**src/rtl/register_serializer.sv**
```systemverilog
// Parallel-to-serial transmitter: captures a DATA_WIDTH-bit word through a
// load/ready handshake and shifts it out MSB first with start/done strobes.
module register_serializer #(
  parameter int unsigned DATA_WIDTH = 11
) (
  input  logic                  clock,
  input  logic                  ser_reset,
  input  logic [DATA_WIDTH-1:0] ser_in,
  input  logic                  ser_load,
  output logic                  ser_ready,
  output logic                  ser_out,
  output logic                  ser_valid,
  output logic                  ser_start,
  output logic                  ser_done
);

  localparam int unsigned CntW = (DATA_WIDTH > 1) ? $clog2(DATA_WIDTH) : 1;
  localparam logic [CntW-1:0] CntLast = CntW'(DATA_WIDTH - 1);

  typedef enum logic [1:0] {
    StIdle,
    StShift,
    StDone
  } state_e;

  state_e                state_q, state_d;
  logic [DATA_WIDTH-1:0] shift_q, shift_d;
  logic [CntW-1:0]       cnt_q, cnt_d;

  // State, shift register and bit counter; reset wins over any load.
  always_ff @(posedge clock) begin
    if (ser_reset) begin
      state_q <= StIdle;
      shift_q <= '0;
      cnt_q   <= '0;
    end else begin
      state_q <= state_d;
      shift_q <= shift_d;
      cnt_q   <= cnt_d;
    end
  end

  // Next-state logic: word is sampled only on the accepting edge in idle.
  always_comb begin
    state_d = state_q;
    shift_d = shift_q;
    cnt_d   = cnt_q;
    unique case (state_q)
      StIdle: begin
        if (ser_load) begin
          shift_d = ser_in;
          cnt_d   = CntLast;
          state_d = StShift;
        end
      end
      StShift: begin
        shift_d = shift_q << 1;
        cnt_d   = cnt_q - CntW'(1);
        if (cnt_q == '0) begin
          state_d = StDone;
        end
      end
      StDone: begin
        state_d = StIdle;
      end
      default: begin
        state_d = StIdle;
      end
    endcase
  end

  // Outputs decoded purely from registered state; no input-to-output path.
  always_comb begin
    ser_ready = (state_q == StIdle);
    ser_valid = (state_q == StShift);
    ser_done  = (state_q == StDone);
    ser_out   = ser_valid & shift_q[DATA_WIDTH-1];
    ser_start = ser_valid & (cnt_q == CntLast);
  end

endmodule
```
**config.mk**
```make
export PLATFORM = sky130hd
export DESIGN_NAME = register_serializer
export DESIGN_NICKNAME = d
export VERILOG_FILES = /design/src/rtl/register_serializer.sv
export SDC_FILE = /design/constraint.sdc
export NUM_CORES = 1
export LEC_CHECK = 0
export ABC_CLOCK_PERIOD_IN_PS = 1800
export BUFFER_PORTS_ARGS = -buffer_cell sky130_fd_sc_hd__buf_2
export CORE_MARGIN = 3
export CORE_UTILIZATION = 55
export CTS_BUF_LIST = sky130_fd_sc_hd__clkbuf_2
export DETAILED_ROUTE_END_ITERATION = 7
export PLACE_DENSITY = 0.87
export SLEW_MARGIN = 25
export SYNTH_ARGS = -nofsm -noshare
export SYNTH_HDL_FRONTEND = slang
export SYNTH_SLANG_ARGS = --single-unit
```
**constraint.sdc**
```tcl
create_clock -name clock -period 1.8 [get_ports clock]
set_input_delay 0.36 -clock clock [delete_from_list [all_inputs] [get_ports clock]]
set_output_delay 0.36 -clock clock [all_outputs]
set_load 0.02 [all_outputs]
```
==> flow_summary_export.csv <==
group,metric,value,unit
setup_path,startpoint_type,"flip-flop",
setup_path,crit_end,"ser_start",
placed_design,placed_cell_area,980,um^2
route,vias,808,
setup_path,worstSetupStartpoint,"cnt_q[0]",
sta,tightestPinTransition,315,ps
setup_path,r2r_end,"shift_q[5]",
power,ir_worst_vdd,0.000531,V
setup_path,critPathKind,"reg -> out",
floorplan,die_area,2140,um^2
cts,clk_pin_slew_worst_paths,160,ps
yosys,synth_area,892,um^2
setup_path,arrival,1330,ps
final_layout,area_delta_synth_final,12.5,%
final_layout,num_antenna_cells,0,
route,drtAntennaViolNets,0,
setup_path,r2r_start,"state_q[0]",
cts,cts-root-buf,"clkbuf_2",
cts,numCtsBuffers,3,
setup_path,reg2reg_setup_slack,480,ps
sta,fin_crit,1690,ps
final_layout,finalInstanceArea,1000,um^2
sta,fmax,593,MHz
sta,final_max_slew_viol_count,0,
final_layout,layout_common_cells,"buf_2, dfxtp_1, nor2_1, nand2b_1, a21oi_1",
route,totalWireLength,1.88,mm
yosys,async_flop_share,0,
sta,timing.final.ws_setup,112,ps
outcome,outcome,"completed",
floorplan,die_w,46.3,um
placed_design,place_ws,338,ps
placed_design,port-buffer-count,18,
yosys,syn-num-nets,128,
yosys,yosysSeqAreaShare,0.381,
cts,cts_repair_resize_count,1,
route,drc,0,
grt,grt_usage,0.203,
sta,fin_crit_sh,0.938,
grt,grt_antenna_before_repair,0,
sta,rsz0062_at_grt,"no",
floorplan,pin_count,19,
route,firstDrtPassIters,4,
final_layout,fin_nets,145,
floorplan,die_y,46.3,um
sta,setup_tns,0,ps
setup_path,reg2reg_depth,4,
power,p_per_area,886,nW/um^2
sta,setup_viol,0,
cts,htreeDepth,1,
floorplan,coreArea,1420,um^2
power,p_leak,0.441,nW
sta,hold_viol,0,
grt,grt_max_degree,19,
cts,clk_latency,310,ps
setup_path,worstPathMaxFanout,4,
yosys,syn_inst,111,
setup_path,required,1440,ps
worst_hold_path,hold_path.class,"in -> reg",
grt,grt_pass1_wl,3.08,mm
sta,fin_worst_skew,0.865,ps
placed_design,dp_hpwl,1.27,mm
yosys,ys_ff_latch,17,
flow_run,maxCapViolations,0,
sta,whs,364,ps
grt,grt_pass1_vias,720,
yosys,synth_warnings,0,
final_layout,final_util,0.709,
floorplan,rows,13,
placed_design,gp_congestion,0.764,
route,routed_via_density,5.69,
yosys,synth_edf_count,0,
cts,cts_tree,"yes",
yosys,yosys_most_used_dff,"dfxtp_1",
yosys,ys_top_cells_by_area,"dfxtp_1, nand2b_1, or3b_1",
cts,cts_setup_buffers,0,
cts,postCtsHoldBufs,0,
final_layout,mostFrequentLayoutCell,"buf_2",
final_layout,drive_gt1_frac,0.236,
route,initialDrtViolationCount,12,
setup_path,end_kind,"output pin",
cts,clock_path_buffers,2,
floorplan,start_util,0.630,
yosys,syn_area_per_cell,8.04,um^2
yosys,synth_area_leader_cell,"dfxtp_1",
route,wl_per_cell,13.2,um
yosys,synth_cell_type_count,25,
sta,max-slew-margin-rel,0.790,
cts,cts.sinks,17,
grt,grt_overflow_total,0,
yosys,synth_top_area_share,0.381,
-- where the power goes --
| group | internal [W] | total (W) | switching, W | leakage, nW |
|---|---|---|---|---|
| Sequential | 0.000425 | 0.000459 | 0.0000333 | 0.142 |
| Combinational | 0.000112 | 0.000246 | 0.000135 | 0.283 |
| Clock | 0.0000588 | 0.000184 | 0.000125 | 0.0166 |
-- cell usage after synthesis (all sizes together), types with 2 or more instances --
library cell and number:
o21ai 4, a21oi 12, inv 6, nor2b 2, or3b 10, nand2b 13, nor2 15, buf 6
clkbuf 2, nor3 10, ha 3, a211oi 2, dfxtp 17
-- per-stage QoR --
| stage | power (W) | cells |
|---|---|---|
| after floorplan | 0.000648 | 111 |
| after global placement | 0.000699 | 138 |
| after detailed placement | 0.000707 | 138 |
| after CTS | 0.000890 | 142 |
| after global routing | 0.000949 | 142 |
| final | 0.000889 | 142 |
-- cell families (layout without fill, tap and decap cells) --
group / count (synthesis) / after routing / share of synthesized area
adder cells (fa/ha/maj): 3 / 3 / 0.0421
buffers and inverters: 14 / 30 / 0.0659
AO/OA/AOI/OAI: 23 / 23 / 0.161
flip-flops: 17 / 17 / 0.381
AND/OR/NAND/NOR: 54 / 54 / 0.349
-- sequential cells by signal, summed over array words and instances, names as in the netlist --
signal / cells
cnt_q: 4
shift_q: 11
state_q: 2
-- area by class of cell --
| class | count | area (um^2) |
|---|---|---|
| multi-input cells | 80 | 493 |
| fillers | 127 | 412 |
| flip-flops and latches | 17 | 344 |
| repair buffers | 20 | 105 |
| inverters | 6 | 22.5 |
| clock buffers | 4 | 20.0 |
| well taps | 15 | 18.8 |
-- per-layer routing --
layer	up-vias	global-route usage	wire, um	part of all wire
met4	0	0.0909	27	0.014
met1	376	0.242	870	0.46
li1	412	-	-	-
met2	15	0.324	890	0.47
met3	5	0.0703	91	0.048
met5	-	0	0	0
-- critical path: stages, from the launching register on --
cell and delay, ps:
dfxtp_1 370, inv_1 100, ha_1 150, nand2_1 50
nor3_1 150, buf_2 200
-- worst min-delay path by stage --
| stage | start | endpoint | slack [ps] | cells past startpoint |
|---|---|---|---|---|
| CTS | ser_in[0] | shift_q[0] | 360 | 3 |
| floorplan | shift_q[0] | shift_q[0] | 450 | 2 |
| global route | ser_in[0] | shift_q[0] | 330 | 3 |
| finish | ser_in[0] | shift_q[0] | 360 | 3 |
| global placement | shift_q[0] | shift_q[0] | 460 | 2 |
| detailed placement | shift_q[0] | shift_q[0] | 470 | 2 |
Power figures use the tool's default switching activity.
